## src/rtl/sub_pkg.sv

```systemverilog
`default_nettype none
// ============================================================================
//  Module      : sub_pkg
//  Description : Shared constants and stage record for the sliced,
//                pipelined 32-bit subtractor.
//  Revision    : 1.0 - initial release
// ============================================================================
package sub_pkg;

    // Datapath geometry: one pipeline stage per slice.
    localparam int DATA_W     = 32;
    localparam int SLICE_W    = 8;
    localparam int NUM_SLICES = DATA_W / SLICE_W;

    // Everything a stage carries forward. Resolved difference bits accumulate
    // in diff from the bottom up, while rem_a/rem_b shift down one slice per
    // stage so the operands of the next slice always sit in the low bits.
    typedef struct packed {
        logic              valid;
        logic [DATA_W-1:0] diff;
        logic              borrow;
        logic [DATA_W-1:0] rem_a;
        logic [DATA_W-1:0] rem_b;
    } stage_t;

    // Source record presented to stage 0: nothing resolved yet, no borrow in.
    function automatic stage_t stage_from_inputs(
        input logic              valid,
        input logic [DATA_W-1:0] a,
        input logic [DATA_W-1:0] b
    );
        stage_t s;
        s        = '0;
        s.valid  = valid;
        s.rem_a  = a;
        s.rem_b  = b;
        return s;
    endfunction

endpackage : sub_pkg
`default_nettype wire

```

## src/rtl/subtractor_8bit_slice.sv

```systemverilog
`default_nettype none
// ============================================================================
//  Module      : subtractor_8bit_slice
//  Description : Combinational 8-bit subtract cell with borrow in/out;
//                counterpart of the 8-bit adder cell.
//  Revision    : 1.0 - initial release
// ============================================================================
module subtractor_8bit_slice (
    input  logic [7:0] a,
    input  logic [7:0] b,
    input  logic       bin,
    output logic [7:0] diff,
    output logic       bout
);

    logic [8:0] w_wide;

    // A 9-bit subtraction: the ninth bit goes high exactly when a < b + bin,
    // which is the borrow out of this slice.
    always_comb begin
        w_wide = {1'b0, a} - {1'b0, b} - {8'd0, bin};
        diff   = w_wide[7:0];
        bout   = w_wide[8];
    end

endmodule : subtractor_8bit_slice
`default_nettype wire

```

## src/rtl/subtractor_32bit_pipe.sv

```systemverilog
`default_nettype none
// ============================================================================
//  Module      : subtractor_32bit_pipe
//  Description : diff = a - b (mod 2^WIDTH) with borrow out, resolved one
//                8-bit slice per pipeline stage, valid/ready on both sides.
//  Revision    : 1.0 - initial release
// ============================================================================
module subtractor_32bit_pipe #(
    // Must agree with the geometry in sub_pkg (the stage record is sized there).
    parameter int WIDTH   = 32,
    parameter int SLICE_W = 8
) (
    input  logic             clk,
    input  logic             rst,
    input  logic             in_valid,
    output logic             in_ready,
    input  logic [WIDTH-1:0] a,
    input  logic [WIDTH-1:0] b,
    output logic             out_valid,
    input  logic             out_ready,
    output logic [WIDTH-1:0] diff,
    output logic             borrow
);

    import sub_pkg::*;

    localparam int LAST = NUM_SLICES - 1;

    // Stage registers and the combinational view feeding each of them.
    stage_t r_stage [NUM_SLICES];
    stage_t w_src   [NUM_SLICES];
    stage_t w_next  [NUM_SLICES];

    // w_ready[k] says stage k may load this cycle; the top entry is out_ready.
    logic [NUM_SLICES:0]  w_ready;

    logic [SLICE_W-1:0]   w_slice_diff [NUM_SLICES];
    logic [NUM_SLICES-1:0] w_slice_bout;

    // Each stage consumes the record of the stage before it; stage 0 consumes
    // the input port with an empty partial result and zero borrow.
    always_comb begin
        w_src[0] = stage_from_inputs(in_valid, a, b);
        for (int k = 1; k < NUM_SLICES; k++) begin
            w_src[k] = r_stage[k-1];
        end
    end

    // One subtract cell per stage, always working on the lowest remaining slice.
    generate
        for (genvar k = 0; k < NUM_SLICES; k++) begin : g_slice
            subtractor_8bit_slice u_slice (
                .a    (w_src[k].rem_a[SLICE_W-1:0]),
                .b    (w_src[k].rem_b[SLICE_W-1:0]),
                .bin  (w_src[k].borrow),
                .diff (w_slice_diff[k]),
                .bout (w_slice_bout[k])
            );
        end
    endgenerate

    // Build the record each stage would capture: splice the new slice into the
    // partial difference, forward the slice borrow, shift the operands down.
    always_comb begin
        for (int k = 0; k < NUM_SLICES; k++) begin
            w_next[k]                             = w_src[k];
            w_next[k].diff[k*SLICE_W +: SLICE_W]  = w_slice_diff[k];
            w_next[k].borrow                      = w_slice_bout[k];
            w_next[k].rem_a                       = w_src[k].rem_a >> SLICE_W;
            w_next[k].rem_b                       = w_src[k].rem_b >> SLICE_W;
        end
    end

    // Ready ripples back from the output: an empty stage, or one whose
    // successor will take its contents, can accept new data. This lets
    // bubbles collapse forward while the output is stalled.
    always_comb begin
        w_ready[NUM_SLICES] = out_ready;
        for (int k = LAST; k >= 0; k--) begin
            w_ready[k] = !r_stage[k].valid || w_ready[k+1];
        end
    end

    // Stage registers: load when ready, otherwise hold; reset clears data too
    // so nothing undefined ever reaches the outputs.
    always_ff @(posedge clk) begin
        if (rst) begin
            for (int k = 0; k < NUM_SLICES; k++) begin
                r_stage[k] <= '0;
            end
        end else begin
            for (int k = 0; k < NUM_SLICES; k++) begin
                if (w_ready[k]) begin
                    r_stage[k] <= w_next[k];
                end
            end
        end
    end

    assign in_ready  = w_ready[0];
    assign out_valid = r_stage[LAST].valid;
    assign diff      = r_stage[LAST].diff;
    assign borrow    = r_stage[LAST].borrow;

endmodule : subtractor_32bit_pipe
`default_nettype wire

```

## config.mk

```make
export PLATFORM = sky130hd
export DESIGN_NAME = subtractor_32bit_pipe
export DESIGN_NICKNAME = d
export VERILOG_FILES = /design/src/rtl/sub_pkg.sv /design/src/rtl/subtractor_8bit_slice.sv /design/src/rtl/subtractor_32bit_pipe.sv
export SDC_FILE = /design/constraint.sdc
export NUM_CORES = 1
export LEC_CHECK = 0
export ABC_AREA = 0
export CORE_ASPECT_RATIO = 1.4
export CORE_MARGIN = 3
export CORE_UTILIZATION = 58
export DETAILED_ROUTE_END_ITERATION = 10
export PLACE_DENSITY = 0.81
export SLEW_MARGIN = 0
export SYNTH_ARGS = -nofsm -noshare
export SYNTH_HDL_FRONTEND = slang
export SYNTH_SLANG_ARGS = --single-unit
```

## constraint.sdc

```tcl
create_clock -name clk -period 8.5 [get_ports clk]
set_clock_uncertainty 0.1 [all_clocks]
set_input_delay 1.7 -clock clk [delete_from_list [all_inputs] [get_ports clk]]
set_output_delay 1.7 -clock clk [all_outputs]
set_load 0.05 [all_outputs]
```

# == Word-level counts from Yosys, hierarchy flattened ==
# Memory sizes are Yosys's and may differ from the RTL's.
# Cells that the tools add are included.
# classes
addsub,7
mux,18
n_bitwise,4
n_reduce_logical,8
# op_table
operator,count
82-bit 2-to-1 mux,4
8-bit by 8-bit subtractor with 9-bit output,4
9-bit by 1-bit subtractor with 9-bit output,3
1-bit 2-to-1 mux,14
1-bit logical NOT,4
1-bit logical OR,4
1-bit bitwise OR,4
# totals
reg_bits,0
mem_bits_rw,328
input_bits,68
output_inout_bits,35
mem_count,1
# mem_list
name,depth,width,rd,rd_clocked_by_memory_dff,wr,line,source
r_stage,4,82,4,0,4,subtractor_32bit_pipe.sv:30,stage_t r_stage [NUM_SLICES];

# == Longest topological paths before layout ==
# Gate-level depths: netlist of run 1.
# An unclocked memory read counts as a cell.
# depth
ltp_word,10
ltp_mapped,11
depth_no_buf,11

# == By module ==
# A second synthesis of run 1 with hierarchy kept.
# unflattened
hier_cells,788
hier_area_um2,9869.5
# modules_own_cells
module,instances,cells_per_inst,area_per_inst_um2
subtractor_32bit_pipe,1,484,7652.3
subtractor_8bit_slice,4,76,554.3

# == Worst setup path after synthesis of run 1 ==
# No wires, ideal clock.
# synth_timing
kind,input port to flip-flop
startpoint,input out_ready
endpoint,memory r_stage[0][0] in the netlist's numbering (enable)
arrival_time_ns,3.824
slack_ns,3.657
path_stages,4
path_buffers,1
path_cell_list,nor2b_2 -> buf_6 -> nor2b_1 -> nand4_1
# synth_rtl
item,line,source
"start, declared",subtractor_32bit_pipe.sv:20,"input logic out_ready,"
"end, declared",subtractor_32bit_pipe.sv:30,

# == Final worst setup path of run 1 ==
# layout_timing
startpoint,input out_ready
endpoint,output in_ready
# layout_between
elab_chain_cells,4
# layout_lines
item,line,source
1-bit logical OR (4 in series),subtractor_32bit_pipe.sv:80,w_ready[k] = !r_stage[k].valid || w_ready[k+1];
"end, declared",subtractor_32bit_pipe.sv:16,"output logic in_ready,"
# Every way passes these cells.

==> results.yml, run 1 <==
yosys:
  syn-num-nets: 805
  yosys_most_used_dff: "edfxtp_1"
  ys_ff_latch: 184
  synth_warnings: 0
  synth-edff-count: 184
  synth_cell_type_count: 54
  syn_inst: 680
  synth_seq_area_share_pct: 62.11
  netlist_area_sq_um: 8896
  synthArstFlopShare_pct: 0
  syn_avg_cell_area_sq_um: 13.08
floorplanning:
  die_h_microns: 152.5
  num_rows: 52
  pin_count: 103
  die_w_microns: 110.7
  core_area_sq_um: 14770
  die_area_sq_um: 16880
  initial_utilization_pct: 60.23
sta:
  drv_slew: 0
  setup_viol: 0
  final.setup.tns_ns: 0
  max_freq_mhz: 187.9
  fin_crit_sh_pct: 62.61
  slew-limit-headroom_pct: 20.11
  finalCriticalPeriod_ns: 5.322
  tightest_slew_ns: 1.197
  hold_violations: 0
  grt_setup_unrepaired: "false"
drt:
  drc_errors: 0
  post_drt_wl_per_cell_microns: 13.09
  drt-total-wl_microns: 12490
  vias: 4801
  ant_nets: 0
  drt_iter0_drc: 209
  vias_per_cell: 5.032
  firstDrtPassIters: 4
clock_network:
  clock_latency_ns: 0.42
  htreeDepth: 4
  numClockSinks: 184
  cts_hold_buf: 0
  path_clk_slew_ns: 0.07
  numCtsBuffers: 17
  cts_tree: "yes"
  post-cts-setup-buffers: 0
  root_buffer: "clkbuf_16"
  cts_buffer_depth: 2
  ctsResizeCount: 0
power_and_ir_drop:
  leakagePower_nw: 4.359
  ir_drop_mv: 0.1423
  switching_share_pct: 24.75
  powerDensity_nw_per_um2: 207.7
  power.total_mw: 2.160
  seq_power_share_pct: 50.2
  comb_power_share_pct: 14.4
  switching_power_uw: 534.6
  clock_power_share_pct: 35.4
  p_int_mw: 1.625
critical_path:
  worstSetupEndpointType: "output port"
  start_kind: "primary input"
  critPathMaxFanout: 8
  path_class: "in2out"
  crit_arrival_ns: 3.52
  required_ns: 6.70
place:
  port_buffers: 102
  place_hpwl_microns: 8849
  gp_congestion: 0.8396
job:
  maxCapViolCount: 0
final_layout:
  regMostFlops: "r_stage"
  largest_reg_flops: 184
  drive_above_1_share_pct: 6.405
  top_regs: "r_stage x184"
  final_core_util_pct: 70.40
  nets: 877
  nFillCells: 1006
  n_antenna_cell: 0
  area_delta_synth_final_pct: 16.88
global_routing:
  grt.busiest_layer: "met2"
  grt_pass1_wl_microns: 21300
  grt_max_degree: 59
  grt_pass1_vias: 4639
  use_met2_pct: 26.91
  global_route.usage.met3_pct: 3.496
  grt-ovfl-total: 0
  antenna_found_initial: 0
  gr-usage-met1_pct: 18.58
  grt_usage_pct: 15.51
hold_path:
  hold_path_class: "reg2reg"
outcome:
  outcome: "finished, final reports clean"
==> synthesized netlist by cell type (2+ instances only) <==
library cell,n,share of area (%)
nor3_1,8,0.45
buf_4,33,2.8
o31ai_1,2,0.17
a21boi_0,2,0.17
fa_1,7,1.6
xnor2_1,7,0.69
a21boi_1,3,0.25
nand2_1,11,0.46
a21oi_2,2,0.20
a21o_1,3,0.25
a21oi_1,9,0.51
nand2b_1,2,0.14
xor2_1,11,1.1
o21ai_1,4,0.23
o21ai_0,13,0.73
inv_1,77,3.2
nor2_1,36,1.5
and3_1,2,0.14
ha_1,50,7.0
o211ai_1,2,0.17
edfxtp_1,184,62
and2_1,151,11
nor2b_1,7,0.49
nor3b_1,2,0.17
clkbuf_1,9,0.38
buf_6,6,0.76
o21a_1,9,0.76
or2_2,2,0.14
==> cells in the final DEF (no fill, tap or decap), types with 2 or more instances in the layout <==
cell type / Yosys / layout
xor2_1: 11 / 11
fa_1: 7 / 7
nand2b_1: 2 / 2
o211ai_1: 2 / 2
clkinvlp_4: 0 / 5
nor2_1: 36 / 36
and2_1: 151 / 151
xnor2_1: 7 / 7
o21ai_0: 13 / 13
nor3b_1: 2 / 2
a21oi_2: 2 / 2
nand2_1: 11 / 10
clkdlybuf4s50_1: 0 / 102
inv_8: 0 / 5
a21boi_0: 2 / 2
nor3_1: 8 / 8
a21oi_1: 9 / 9
edfxtp_1: 184 / 184
inv_1: 77 / 77
a21boi_1: 3 / 3
o31ai_1: 2 / 2
clkbuf_16: 0 / 17
and3_1: 2 / 2
or2_2: 2 / 2
o21ai_1: 4 / 4
a21o_1: 3 / 3
ha_1: 50 / 50
o21a_1: 9 / 9
nor2b_1: 7 / 7
==> power by group through the flow <==
stage	combinational [mW]	sequential (mW)	clock, mW
CTS	0.313	1.08	0.776
global placement	0.297	1.10	0
finish	0.312	1.08	0.764
detailed placement	0.309	1.10	0
floorplan	0.235	1.10	0
global route	0.345	1.09	0.813
==> final timing paths <==
path,startpoint,to,slack [ns],cells past startpoint
max,out_ready,in_ready,3.18,4
min,r_stage[0][221],r_stage[0][303],0.42,1
max reg2reg,r_stage[0][212],r_stage[0][325],5.31,11
min reg2reg,r_stage[0][221],r_stage[0][303],0.42,1
==> per-stage QoR <==
stage | worst slack (ns) | hold slack, ns | area (sq um) | std cells
2_1_floorplan | 3.657 | 0.3967 | 8896 | 680
5_1_grt | 3.069 | 0.4303 | 10400 | 954
3_3_place_gp | 3.202 | 0.3987 | 9809 | 922
6_report | 3.178 | 0.4151 | 10400 | 954
3_5_place_dp | 3.174 | 0.4014 | 9809 | 922
4_1_cts | 3.169 | 0.4177 | 10400 | 954
==> critical path: stages <==
cell	delay (ns)
clkdlybuf4s50_1	0.42
nor2b_2	0.48
nand4_4	0.15
clkdlybuf4s50_1	0.77
==> routing by layer <==
metal	vias to the layer above	part of all wire (%)
met5	-	0
met3	24	5.2
met2	135	52
li1	2422	-
met4	0	2.4
met1	2220	41
==> cell families after synthesis <==
group	Yosys count	synth area share (%)
buf+inv	127	7.285
compound gates	62	4.880
fa+ha+maj	57	8.608
xor+xnor	18	1.772
simple gates	232	15.34
flops	184	62.11
==> layout make-up <==
class,count,area (sq um),share of cell area [%]
sequential,184,5525,53.14
multi-input combinational,369,2730,26.26
timing repair buffer,103,1028,9.892
clock buffer,17,425.4,4.091
inverter,77,289.0,2.780
tap,189,236.5,2.274
clock inverter,15,162.7,1.564
Power figures use the tool's default switching activity.
==> run 2: changes to the inputs <==
- CORE_UTILIZATION: 58 -> 51
- PLACE_DENSITY: 0.81 -> 0.76
- clock period: 8.5 -> 4.7 ns (I/O delays scaled with it)
==> run 2 against run 1 <==
Setup slack worse by 2.1 ns. First-iteration DRC count decreased by 22%. Largest power group unchanged. Critical endpoint unchanged. Critical path depth is 1 higher. Combinational power increased by 79%. Design area up 0.52%. Global-route usage is 1.8 points lower. Register-to-register slack worse by 3.7 ns. Total power grew 78%.
==> results.yml, run 2 (synthesis gave the netlist of run 1 again) <==
power_and_ir_drop:
  ir_drop_mv: 0.2340
  leakagePower_nw: 4.366
  powerDensity_nw_per_um2: 368.5
  power.total_mw: 3.851
clock_network:
  path_clk_slew_ns: 0.07
  htreeDepth: 4
  numCtsBuffers: 17
  clock_latency_ns: 0.42
  root_buffer: "clkbuf_16"
  numClockSinks: 184
  post-cts-setup-buffers: 0
  cts_tree: "yes"
  cts_hold_buf: 0
  ctsResizeCount: 0
  cts_buffer_depth: 2
drt:
  vias: 4699
  ant_nets: 0
  firstDrtPassIters: 5
  drt_iter0_drc: 164
  vias_per_cell: 4.699
  drt-total-wl_microns: 12190
  drc_errors: 0
  post_drt_wl_per_cell_microns: 12.19
floorplanning:
  core_area_sq_um: 16960
  pin_count: 103
  die_area_sq_um: 19090
  initial_utilization_pct: 52.46
  die_h_microns: 162.3
  num_rows: 56
  die_w_microns: 117.6
sta:
  final.setup.tns_ns: 0
  setup_viol: 0
  slew-limit-headroom_pct: 35.06
  setup_slack_ns: 1.063
  hold_violations: 0
  max_freq_mhz: 275.0
  grt_setup_unrepaired: "false"
  tightest_slew_ns: 0.9741
  fin_crit_sh_pct: 77.38
  drv_slew: 0
  finalCriticalPeriod_ns: 3.637
critical_path:
  slowest_delay_ns: 0.85
  crit_end: "in_ready"
  worst-path-buf-inv: 3
  start_kind: "primary input"
  r2r_cells: 11
  path_depth: 5
  critical-path-top-delay-family: "buffers and inverters"
  crit_start: "out_ready"
  cpMaxStageDelayCell: "clkdlybuf4s50_1"
  r2r_end: "r_stage[0][325]"
  rr_startpoint: "r_stage[0][212]"
  worstSetupEndpointType: "output port"
  path_cells: "clkdlybuf4s50_1 -> nor2b_2 -> buf_4 -> nand4_4 -> clkdlybuf4s50_1"
  crit_arrival_ns: 2.60
  crit_top_cell: "clkdlybuf4s50_1"
  path_class: "in2out"
  r2r_setup_slack_ns: 1.58
  required_ns: 3.66
  critPathMaxFanout: 8
job:
  maxCapViolCount: 0
final_layout:
  largest_reg_flops: 184
  n_antenna_cell: 0
  mostFrequentLayoutCells: "edfxtp_1 (184), and2_1 (151), clkdlybuf4s50_1 (102), inv_1 (77), ha_1 (50)"
  final_core_util_pct: 61.64
  final_common_cell: "edfxtp_1"
  nets: 880
  top_regs: "r_stage x184"
  stdcell_area_sq_um: 10450
  regMostFlops: "r_stage"
  area_delta_synth_final_pct: 17.48
  drive_above_1_share_pct: 6.641
  seqCellArea_sq_um: 5525
  nFillCells: 1339
  multi_input_area_sq_um: 2730
global_routing:
  grt_pass1_vias: 4668
  grt_pass1_wl_microns: 21020
  grt_usage_pct: 13.68
  grt-ovfl-total: 0
  grt_max_degree: 59
  antenna_found_initial: 0
place:
  gp_congestion: 0.8130
  dp_slack_ns: 1.061
  placed_area_sq_um: 9886
  place_hpwl_microns: 9137
  port_buffers: 102
hold_path:
  hold_path_class: "reg2reg"
outcome:
  outcome: "finished, final reports clean"
## run 2: cell count changes in the layout (fill, tap and decap cells not counted)
cell | before | now
clkinvlp_4 | 5 | 4
bufinv_16 | 1 | 0
inv_8 | 5 | 6
buf_4 | 1 | 4
clkinv_1 | 0 | 1
## run 2: layout make-up
cell class / instances / area share, %
Sequential cell: 184 / 52.87
Multi-Input combinational cell: 369 / 26.12
Timing Repair Buffer: 106 / 10.06
Clock buffer: 17 / 4.070
Tap cell: 232 / 2.777
Inverter: 77 / 2.765
Clock inverter: 15 / 1.341
## run 2: per-stage QoR
stage,hold slack [ns],cells
5_1_grt,0.4217,1000
3_5_place_dp,0.4030,968
2_1_floorplan,0.3967,680
3_3_place_gp,0.3994,968
4_1_cts,0.4138,1000
6_report,0.4124,1000
## run 2: worst min-delay path by stage
stage                          from  slack [ns]         endpoint  depth (start not counted)
floorplan            r_stage[0][32]        0.40  r_stage[0][106]                          1
global placement     r_stage[0][40]        0.40  r_stage[0][114]                          1
detailed placement  r_stage[0][213]        0.40  r_stage[0][295]                          1
CTS                  r_stage[0][12]        0.41   r_stage[0][86]                          1
global route         r_stage[0][11]        0.42   r_stage[0][85]                          1
finish               r_stage[0][36]        0.41  r_stage[0][110]                          1
## run 2: metal layers
| metal | track usage, % | vias to the layer above | wire length [microns] |
|---|---|---|---|
| met3 | 3.831 | 20 | 558 |
| met5 | 0 | - | 0 |
| li1 | - | 2431 | - |
| met2 | 23.87 | 103 | 6299 |
| met1 | 15.76 | 2145 | 5089 |
| met4 | 6.080 | 0 | 242 |
## run 2: report_power, final
group	internal, mW	switching [mW]
clock	0.701	0.633
combinational	0.257	0.300
sequential	1.93	0.0304
total	2.89	0.964
## run 2: worst register-to-register path: stages, from the launching register on
cell and delay [ns]:
edfxtp_1 0.32, inv_1 0.05, fa_1 0.55, inv_1 0.05, ha_1 0.18, or2_2 0.30
fa_1 0.39, nand2b_4 0.16, a311o_1 0.40, a21oi_2 0.16, xor2_1 0.15, nor2_1 0.05
==> run 3: changes to the inputs <==
- CORE_UTILIZATION: 51 -> 56
- PLACE_DENSITY: 0.76 -> 0.79
- clock period: 4.7 -> 3.4 ns (I/O delays scaled with it)
==> run 3 against run 2 <==
Total power up 39%. Sequential power up 38%. Non-clock buffer count up 1. Setup slack worse by 0.85 ns. Global-route usage up 1.6 points. Die area down 8.5%. Sequential share of layout area up 0.11 points. Combinational power up 39%. First-iteration DRC count up 41%. Clock power up 39%. Register-to-register slack worse by 1.4 ns. Largest power group unchanged.
==> results.yml, run 3 (synthesis gave the netlist of run 1 again) <==
global_routing:
  grt-ovfl-total: 0
  grt_usage_pct: 15.29
  antenna_found_initial: 0
  grt_pass1_wl_microns: 21260
  grt_pass1_vias: 4714
  grt_max_degree: 59
power_and_ir_drop:
  comb_power_share_pct: 14.5
  clock_power_share_pct: 34.7
  powerDensity_nw_per_um2: 512.0
  seq_power_share_pct: 50.8
  switching_power_mw: 1.346
  p_int_mw: 3.993
  leakagePower_nw: 4.388
  ir_drop_mv: 0.2878
  switching_share_pct: 25.21
  power.total_mw: 5.339
critical_path:
  required_ns: 3.46
  crit_arrival_ns: 3.24
  worstSetupEndpointType: "flip-flop"
  start_kind: "flip-flop"
  path_class: "reg2reg"
  critPathMaxFanout: 3
sta:
  max_freq_mhz: 314.2
  slew-limit-headroom_pct: 44.71
  hold_slack_ns: 0.4105
  fin_crit_sh_pct: 93.62
  drv_slew: 0
  tightest_slew_ns: 0.8294
  setup_viol: 0
  finalCriticalPeriod_ns: 3.183
  grt_setup_unrepaired: "false"
  setup_slack_ns: 0.2170
  hold_violations: 0
final_layout:
  final_common_cell: "edfxtp_1"
  nets: 881
  area_delta_synth_final_pct: 17.23
  mostFrequentLayoutCells: "edfxtp_1 (184), and2_1 (151), clkdlybuf4s50_1 (101), inv_1 (77), ha_1 (50)"
  nFillCells: 1099
  final_core_util_pct: 68.08
  top_regs: "r_stage x184"
  regMostFlops: "r_stage"
  largest_reg_flops: 184
  n_antenna_cell: 0
  drive_above_1_share_pct: 7.152
drt:
  vias_per_cell: 4.947
  vias: 4754
  firstDrtPassIters: 4
  drt_iter0_drc: 232
  drc_errors: 0
  ant_nets: 0
  drt-total-wl_microns: 12670
  post_drt_wl_per_cell_microns: 13.19
place:
  port_buffers: 102
  gp_congestion: 0.8381
  place_hpwl_microns: 9105
  dp_slack_ns: 0.2516
floorplanning:
  die_area_sq_um: 17460
  pin_count: 103
  die_w_microns: 112.5
  die_h_microns: 155.1
  core_area_sq_um: 15320
  initial_utilization_pct: 58.07
  num_rows: 53
hold_path:
  hold_path_class: "reg2reg"
clock_network:
  post-cts-setup-buffers: 0
  htreeDepth: 4
  cts_hold_buf: 0
  cts_tree: "yes"
  clock_latency_ns: 0.42
  path_clk_slew_ns: 0.07
  ctsResizeCount: 0
  root_buffer: "clkbuf_16"
  numClockSinks: 184
  cts_buffer_depth: 2
  numCtsBuffers: 17
job:
  maxCapViolCount: 0
outcome:
  outcome: "finished, final reports clean"
[run 3: cell count changes in the layout (fill, tap and decap cells not counted), sizes merged]
cell	delta
clkdlybuf4s50	-1
buf	+2
clkinvlp	-3
clkinv	+3
[run 3: layout make-up]
cell class,instances,area (sq um),area share (%)
Clock inverter,15,137.6,1.320
Timing Repair Buffer,107,1069,10.25
Sequential cell,184,5525,52.98
Clock buffer,17,425.4,4.079
Inverter,77,289.0,2.771
Tap cell,192,240.2,2.304
Multi-Input combinational cell,369,2743,26.30
[run 3: through the flow]
stage / std cells / area, sq um / setup TNS [ns]
6_report: 961 / 10430 / 0
3_5_place_dp: 929 / 9866 / 0
3_3_place_gp: 929 / 9866 / 0
4_1_cts: 961 / 10430 / 0
5_1_grt: 961 / 10430 / 0
2_1_floorplan: 680 / 8909 / -22.69
[run 3: critical path: stages (launching register included)]
cell	delay [ns]
edfxtp_1	0.32
inv_1	0.05
fa_1	0.57
inv_1	0.05
ha_1	0.19
or2_2	0.31
fa_1	0.40
nand2b_4	0.16
a311o_1	0.40
a21oi_2	0.17
xor2_1	0.15
nor2_1	0.05
[run 3: worst paths after layout]
path	startpoint	end	slack (ns)	depth (start not counted)
hold reg to reg	r_stage[0][139]	r_stage[0][221]	0.41	1
setup reg to reg	r_stage[0][212]	r_stage[0][325]	0.22	11
setup / recovery	r_stage[0][212]	r_stage[0][325]	0.22	11
hold / removal	r_stage[0][139]	r_stage[0][221]	0.41	1
[run 3: power by group through the flow]
stage / logic, mW / registers (mW) / clock network, mW
after floorplan: 0.588 / 2.75 / 0
after global placement: 0.746 / 2.75 / 0
after global routing: 0.856 / 2.73 / 1.98
after CTS: 0.780 / 2.71 / 1.89
after detailed placement: 0.771 / 2.76 / 0
final: 0.774 / 2.71 / 1.85
[run 3: per-layer routing]
metal / wire length (microns) / GRT usage (%) / part of all wire, %
met5: 0 / 0 / 0
met4: 201 / 6.758 / 1.6
met3: 619 / 3.502 / 4.9
met2: 6656 / 26.80 / 53
met1: 5197 / 17.96 / 41
